### src/rtl/fifo_pkg.sv
// fifo_pkg
// Shared FIFO helpers: Gray <-> binary conversion, a one-bit counter for the
// Gray checker, and the default pointer width.
// The helpers work on a 32-bit container. Callers zero-extend narrower
// pointers and truncate the result. Leading zeros do not change either
// conversion.
package fifo_pkg;

  localparam int DEFAULT_PTR_WIDTH = 3;

  // Gray to binary: the MSB is copied, and each lower bit is the XOR of the
  // binary bit above it with the Gray bit in the same position.
  function automatic logic [31:0] gray2bin(input logic [31:0] g);
    logic [31:0] b;
    b[31] = g[31];
    for (int i = 30; i >= 0; i--) begin
      b[i] = b[i+1] ^ g[i];
    end
    return b;
  endfunction

  function automatic logic [31:0] bin2gray(input logic [31:0] b);
    return b ^ (b >> 1);
  endfunction

  function automatic int unsigned count_ones(input logic [31:0] v);
    int unsigned n;
    n = 0;
    for (int i = 0; i < 32; i++) begin
      n = n + int'(v[i]);
    end
    return n;
  endfunction

endpackage

### src/rtl/sync_ff_chain.sv
// sync_ff_chain
// A multi-flop synchronizer that carries a vector into the clk domain.
// The output q equals d as sampled STAGES rising edges of clk earlier.
// Ports:
//   clk   - destination clock
//   rst_n - asynchronous active-low reset; clears every stage
//   d     - input vector. It may be asynchronous to clk.
//   q     - synchronized vector, taken from the last stage
// Parameters: WIDTH is the vector width. STAGES is the flop count and is
// meaningful from 2 to 4.
module sync_ff_chain #(
  parameter int WIDTH  = 4,
  parameter int STAGES = 2
) (
  input  logic             clk,
  input  logic             rst_n,
  input  logic [WIDTH-1:0] d,
  output logic [WIDTH-1:0] q
);

  logic [WIDTH-1:0] stage_reg [STAGES];

  // Only stage 0 sees the asynchronous input. Every later stage takes its
  // value from the stage before it.
  always_ff @(posedge clk or negedge rst_n) begin
    if (!rst_n) begin
      for (int i = 0; i < STAGES; i++) begin
        stage_reg[i] <= '0;
      end
    end else begin
      stage_reg[0] <= d;
      for (int i = 1; i < STAGES; i++) begin
        stage_reg[i] <= stage_reg[i-1];
      end
    end
  end

  assign q = stage_reg[STAGES-1];

endmodule

### src/rtl/wr_rptr_sync_decoder.sv
// wr_rptr_sync_decoder
// Write-side handling of the read pointer for an asynchronous FIFO.
// The block does the following:
//   - synchronizes the Gray read pointer into wrclk;
//   - decodes that pointer to binary;
//   - computes the occupancy seen from the write side;
//   - raises the full and almost-full flags;
//   - keeps sticky overflow and Gray-sequence error flags.
// Optional feature: define WR_GRAY_CHECK_EN to build the Gray single-bit-change
// checker. Without it, gray_err is tied to 0.
// Ports:
//   wrclk, wrst_n  - write clock and asynchronous active-low reset
//   g_rptr         - Gray read pointer from the read domain (asynchronous)
//   b_wptr         - binary write pointer (wrclk domain)
//   wr_en          - write attempt this cycle
//   clr_err        - clears the sticky error flags
//   g_rptr_sync    - synchronized Gray read pointer
//   b_rptr_sync    - binary decode of g_rptr_sync, one cycle later
//   wr_level       - (b_wptr - b_rptr_sync) modulo 2**(PTR_WIDTH+1), registered
//   fifo_full      - registered; high when the level equals the FIFO depth
//   almost_full    - registered; high when the level is at least AFULL_THRESH
//   overflow_err   - sticky; set by a write attempt while full
//   gray_err       - sticky; set by a multi-bit step of g_rptr_sync
module wr_rptr_sync_decoder
  import fifo_pkg::*;
#(
  parameter int PTR_WIDTH    = DEFAULT_PTR_WIDTH,
  parameter int SYNC_STAGES  = 2,
  parameter int AFULL_THRESH = 6
) (
  input  logic               wrclk,
  input  logic               wrst_n,
  input  logic [PTR_WIDTH:0] g_rptr,
  input  logic [PTR_WIDTH:0] b_wptr,
  input  logic               wr_en,
  input  logic               clr_err,
  output logic [PTR_WIDTH:0] g_rptr_sync,
  output logic [PTR_WIDTH:0] b_rptr_sync,
  output logic [PTR_WIDTH:0] wr_level,
  output logic               fifo_full,
  output logic               almost_full,
  output logic               overflow_err,
  output logic               gray_err
);

  localparam int PW = PTR_WIDTH + 1;
  localparam logic [PTR_WIDTH:0] FULL_LVL  = {1'b1, {PTR_WIDTH{1'b0}}};
  localparam logic [PTR_WIDTH:0] AFULL_LVL = PW'(AFULL_THRESH);

  logic [PTR_WIDTH:0] g_sync;
  logic [PTR_WIDTH:0] b_dec;
  logic [PTR_WIDTH:0] b_rptr_reg;
  logic [PTR_WIDTH:0] level_next;
  logic [PTR_WIDTH:0] level_reg;
  logic               full_reg;
  logic               afull_reg;
  logic               ovf_reg;
  logic               ovf_next;

  // g_rptr reaches only this chain. Everything below uses the synchronized copy.
  sync_ff_chain #(
    .WIDTH  (PW),
    .STAGES (SYNC_STAGES)
  ) u_rptr_sync (
    .clk   (wrclk),
    .rst_n (wrst_n),
    .d     (g_rptr),
    .q     (g_sync)
  );

  always_comb begin
    b_dec      = PW'(gray2bin(32'(g_sync)));
    // Pointer wrap is handled by the natural modulo of a PW-bit subtract.
    level_next = b_wptr - b_rptr_reg;
    ovf_next   = ovf_reg;
    if (wr_en && full_reg) begin
      ovf_next = 1'b1;          // setting the flag takes priority over clearing it
    end else if (clr_err) begin
      ovf_next = 1'b0;
    end
  end

  // fifo_full and almost_full come from the same next-level value as wr_level.
  // The three outputs therefore always agree with each other.
  always_ff @(posedge wrclk or negedge wrst_n) begin
    if (!wrst_n) begin
      b_rptr_reg <= '0;
      level_reg  <= '0;
      full_reg   <= 1'b0;
      afull_reg  <= 1'b0;
      ovf_reg    <= 1'b0;
    end else begin
      b_rptr_reg <= b_dec;
      level_reg  <= level_next;
      full_reg   <= (level_next == FULL_LVL);
      afull_reg  <= (level_next >= AFULL_LVL);
      ovf_reg    <= ovf_next;
    end
  end

`ifdef WR_GRAY_CHECK_EN
  logic [PTR_WIDTH:0] g_prev_reg;
  logic               gray_err_reg;
  logic               gray_multi;

  // A correctly synchronized Gray pointer changes by at most one bit per sample.
  assign gray_multi = (count_ones(32'(g_sync ^ g_prev_reg)) > 1);

  always_ff @(posedge wrclk or negedge wrst_n) begin
    if (!wrst_n) begin
      g_prev_reg   <= '0;
      gray_err_reg <= 1'b0;
    end else begin
      g_prev_reg <= g_sync;
      if (gray_multi) begin
        gray_err_reg <= 1'b1;
      end else if (clr_err) begin
        gray_err_reg <= 1'b0;
      end
    end
  end

  assign gray_err = gray_err_reg;
`else
  assign gray_err = 1'b0;
`endif

  assign g_rptr_sync  = g_sync;
  assign b_rptr_sync  = b_rptr_reg;
  assign wr_level     = level_reg;
  assign fifo_full    = full_reg;
  assign almost_full  = afull_reg;
  assign overflow_err = ovf_reg;

endmodule

### config.mk
export PLATFORM = sky130hd
export DESIGN_NAME = wr_rptr_sync_decoder
export DESIGN_NICKNAME = d
export VERILOG_FILES = /design/src/rtl/fifo_pkg.sv /design/src/rtl/sync_ff_chain.sv /design/src/rtl/wr_rptr_sync_decoder.sv
export SDC_FILE = /design/constraint.sdc
export NUM_CORES = 1
export LEC_CHECK = 0
export ABC_AREA = 1
export CORE_ASPECT_RATIO = 1.25
export CORE_MARGIN = 4
export CORE_UTILIZATION = 35
export DETAILED_ROUTE_END_ITERATION = 10
export DONT_BUFFER_PORTS = 1
export PLACE_DENSITY_LB_ADDON = 0.1
export REMOVE_ABC_BUFFERS = 1
export SYNTH_ARGS = -nofsm -noshare
export SYNTH_HDL_FRONTEND = slang
export SYNTH_SLANG_ARGS = --single-unit
### constraint.sdc
create_clock -name wrclk -period 1.62 [get_ports wrclk]
set_input_delay 0.162 -clock wrclk [delete_from_list [all_inputs] [get_ports wrclk]]
set_output_delay 0.162 -clock wrclk [all_outputs]
set_load 0.02 [all_outputs]
# Yosys cells after proc, flatten, opt, wreduce, memory -nomap -nowiden
# Index checks and enable logic that the tools add are counted.
# word_totals
regBits,19
inputBits,12
elab_cells,17
# classes
n_addsub,1
n_lt_le_gt_ge,1
eq_ne,1
muxes,2
bitwise_logic,3
n_reduce_logical,2
# op_table
operator,count
"4-bit equality test, second input constant",1
"4-bit by 3-bit >= comparator with 1-bit output, second input constant",1
4-bit subtractor,1
1-bit bitwise XOR,3
1-bit 2-to-1 mux,2
2-bit nonzero test,1
1-bit logical AND,1

# Logic depth before layout (Yosys ltp)
# depth
depth_word,3
ltp_mapped,8

# Modules after synthesis
# Synthesis repeated with hierarchy kept, for this count alone.
# unflattened
hier_cells,70
area_unflattened_um2,749.5
# modules_own_cells
mod,instances,cells_each,area_per_inst_um2
wr_rptr_sync_decoder,1,58,519.2
sync_ff_chain,1,12,230.2

# Worst setup path before layout
# No wires, ideal clock.
# synth_timing
path_type,flip-flop to flip-flop
from,"reg b_rptr_reg[0], in the netlist b_rptr_sync[0]"
to,"reg afull_reg, in the netlist almost_full"
setup_ns,0.118
arrival_ns,1.351
setup_slack_ns,0.152
stages_incl_launch_ff,7
period_less_slack_ns,1.468
path_cell_list,dfrtp_1 -> ha_1 -> fa_1 -> xor2_1 -> inv_1 -> nand2_1 -> nand2_1
# synth_via
elab_chain_len,2
# synth_rtl
item,line,rtl
start: declaration,wr_rptr_sync_decoder.sv:52,logic [PTR_WIDTH:0] b_rptr_reg;
start signal: assignment,wr_rptr_sync_decoder.sv:87,b_rptr_reg <= '0;
start signal: assignment,wr_rptr_sync_decoder.sv:93,b_rptr_reg <= b_dec;
4-bit subtractor,wr_rptr_sync_decoder.sv:74,level_next = b_wptr - b_rptr_reg;
net level_next[2],wr_rptr_sync_decoder.sv:53,logic [PTR_WIDTH:0] level_next;
4-bit by 3-bit >= comparator with 1-bit output,wr_rptr_sync_decoder.sv:96,afull_reg <= (level_next >= AFULL_LVL);
end signal: assignment,wr_rptr_sync_decoder.sv:96,
end: declaration,wr_rptr_sync_decoder.sv:56,logic afull_reg;
# The timed path passes the listed nets, and every way through them passes these cells.
# A chain may end at the register's enable or synchronous reset.

# Final worst setup path
# Ends and elaborated chain as after synthesis.

==> key figures <==
Worst hold path
  • Worst min-delay path category: in2reg
  • Hold Crit Start: b_wptr[0]

CTS
  • Cell at the root of the clock tree: sky130_fd_sc_hd__clkbuf_4
  • Clock tree from TritonCTS: yes
  • Register clock-pin slew on the reported worst setup and hold paths: 0.10 ns
  • Post-CTS setup buffer count: 0
  • Clock latency of the later-clocked register in the worst-skew pair: a little under 0.3 ns
  • Inserted Clock Buffers: 3
  • Number of clock sinks seen by CTS: 19
  • Deepest level of the CTS H-tree: 1
  • Clock Tree Buf Depth: 2

Worst setup path
  • Start of the worst register-to-register path: b_rptr_sync[0]$_DFF_PN0_
  • CP Launch Point: b_rptr_sync[0]$_DFF_PN0_
  • Cell with the most instances on the worst path: sky130_fd_sc_hd__nand2_1
  • Largest delay contributor family on the critical path: adder cells
  • Crit-path max cell delay: 0.39 ns
  • CP Class: reg2reg
  • Slowest cell on the critical path: sky130_fd_sc_hd__dfrtp_1
  • Data required time of the critical path: 1.81 ns
  • Critical path buffer and inverter count: 1
  • Critical Path Start Type: flip-flop
  • Top fanout value on the critical path: 2
  • Worst Setup End Kind: flip-flop
  • Crit path DAT: ~1.6 ns
  • Critical Path, Cell by Cell: ha_1 -> fa_1 -> xor2_1 -> inv_1 -> nand2_1 -> nand2_1

Pwr
  • Power per cell area: about 1100 mW/mm^2
  • Leakage dissipation: 0.4568 nW
  • VDD IR max: roughly 0.72 mV

Global routing
  • Global-route wire length before repair: approximately 2100 um
  • Via count of the first global-routing pass: roughly 480
  • Largest net degree at the start of global routing: 20
  • Number of antenna violations at the first check in global routing: 0
  • Tot GR Track Use: 0.09498
  • Total congestion overflow after global routing: 0

Routing
  • Met1 WL: 468 um
  • DR iter-0 viols: 9
  • Average via count per standard cell: around 4.3
  • DR DRC count: 0
  • Top layer reached by signal wires: met4
  • Remaining antenna violation count after routing: 0
  • Vias post-DR: 424
  • Per-cell routed wire length: roughly 12 um
  • WL final: 1147 um
  • 1st-pass router iterations: 3
  • Total met3 wirelength after detailed routing: between 100 and 150 um
  • Met2 wire len: 525 um

Timing
  • Max-slew violation total from the final report: 0
  • Setup_tns: 0 ns
  • Setup repair after global routing missed its margin: no
  • Clk_skew: 0.004078 ns
  • FMAX: around 0.7 GHz
  • Share of the clock period used by the worst path after layout: 0.8883
  • Hold slack final: approximately 0.14 ns
  • Worst Tran Pin Value: 0.8254 ns
  • Max_slew headroom: 0.4479
  • Count of endpoints failing setup in the final report: 0
  • Shortest clock period the worst path allows after layout: around 1.4 ns
  • Final Hold Vio Count: 0

Die
  • DIE HEIGHT: roughly 60 um
  • Die area: 0.002950 sq mm
  • Cell row count: 18
  • # IOs: 28
  • Die width: 49.39 um
  • Std-Cell Core Area: 0.002004 sq mm
  • Starting density of the core: 0.3739

Cells and area
  • Most frequent cells in the layout: 19 x sky130_fd_sc_hd__dfrtp_1, 16 x sky130_fd_sc_hd__inv_1, 15 x sky130_fd_sc_hd__nand2_1
  • Most common cell after layout, fill and taps aside: sky130_fd_sc_hd__dfrtp_1
  • Ant. Diodes: 0
  • Final layout net count: 95
  • Area growth from synthesis to final layout: 13.19%
  • Share of layout cells above drive strength 1: 0.07692

Synth
  • Sequential cell area fraction in the yosys report: 0.6344
  • Number of register bits inferred by synthesis: 19
  • Post-synthesis cell count: 70
  • Number of warnings issued by yosys: 0
  • Synth Area per Inst: 10.71 sq um
  • Synth unique cells: 14
  • Post-Syn Area: 749.5 sq um

Status
  • Result of the run: completed

Placed design
  • Count of port buffers added during placement: 0
  • RD Place Congestion: 0.7144
  • Post-detailed-placement half-perimeter wirelength: 860.8 um

Flow run
  • Number of violations of the max-capacitance limit: 0
## worst register-to-register path, stage by stage, from the launching register on
cell                      delay [ns]
sky130_fd_sc_hd__dfrtp_1        0.39
sky130_fd_sc_hd__ha_1           0.21
sky130_fd_sc_hd__fa_1           0.38
sky130_fd_sc_hd__xor2_1         0.18
sky130_fd_sc_hd__inv_1          0.08
sky130_fd_sc_hd__nand2_1        0.06
sky130_fd_sc_hd__nand2_1        0.05
## routing by layer
metal | vias to the layer above | track usage
met5 | - | 0
met4 | 0 | 0.05929
met3 | 2 | 0.03741
met2 | 21 | 0.1379
met1 | 188 | 0.1188
li1 | 213 | -
## cells in the mapped netlist, drive strengths merged
cell type  count  area, sq um
a21oi          1        5.000
buf            5        37.54
conb           1        3.750
dfrtp         19        475.5
fa             1        20.02
ha             3        37.54
inv           16        60.06
nand2         16        62.56
nand3          3        15.01
nand3b         2        15.01
nor2           1        3.750
o21ai          1        5.000
xor2           1        8.760
## area by class of cell
type                            count  area [sq um]
Clock buffer                        4         26.28
Fill cell                         191          1156
Inverter                           16         60.06
Multi-Input combinational cell     30         176.4
Sequential cell                    19         475.5
Tap cell                           20         25.02
Timing Repair Buffer                9         85.08
## power breakdown
part,total (mW),switching [mW],internal [mW]
clock network,0.228,0.133,0.0956
registers,0.602,0.0787,0.524
logic,0.126,0.0731,0.0533
## kinds of logic (layout without fill, tap and decap cells)
group | Yosys count | after routing | synth area share
adder cells (fa/ha/maj) | 4 | 4 | 0.07680
buffers and inverters | 21 | 29 | 0.1302
other | 1 | 1 | 0.005004
XOR/XNOR | 1 | 1 | 0.01169
AND/OR/NAND/NOR | 22 | 22 | 0.1285
AO/OA/AOI/OAI | 2 | 2 | 0.01334
flip-flops | 19 | 19 | 0.6344
## worst paths after layout
path / endpoint / slack (ns) / cells after the start
setup reg to reg: almost_full$_DFF_PN0_ / 0.18 / 6
hold reg to reg: u_rptr_sync.q[2]$_DFF_PN0_ / 0.35 / 0
min in group asynchronous: u_rptr_sync.stage_reg[4]$_DFF_PN0_ / 0.41 / 1
setup / recovery: almost_full$_DFF_PN0_ / 0.18 / 6
max in group asynchronous: b_rptr_sync[1]$_DFF_PN0_ / 0.70 / 1
hold / removal: wr_level[0]$_DFF_PN0_ / 0.14 / 3
## metrics by stage
step / setup WS, ns / total power, mW / cells / instance area, sq um / utilization
after detailed placement: 0.1836 / 0.7184 / 87 / 752.0 / 0.3752
after global placement: 0.2223 / 0.7165 / 87 / 752.0 / 0.3752
after CTS: 0.1667 / 0.9801 / 98 / 848.3 / 0.4232
after floorplan: 0.1518 / 0.6853 / 65 / 711.9 / -
after global routing: 0.06754 / 1.018 / 98 / 848.3 / 0.4232
final: 0.1809 / 0.9571 / 98 / 848.3 / 0.4232
## repair_timing
item,4_1_cts,5_1_grt
hold buffers,7,0
hold endpoints to repair,24,0
resized for setup,0,0
No activity file was read; power rests on OpenSTA's default activity.
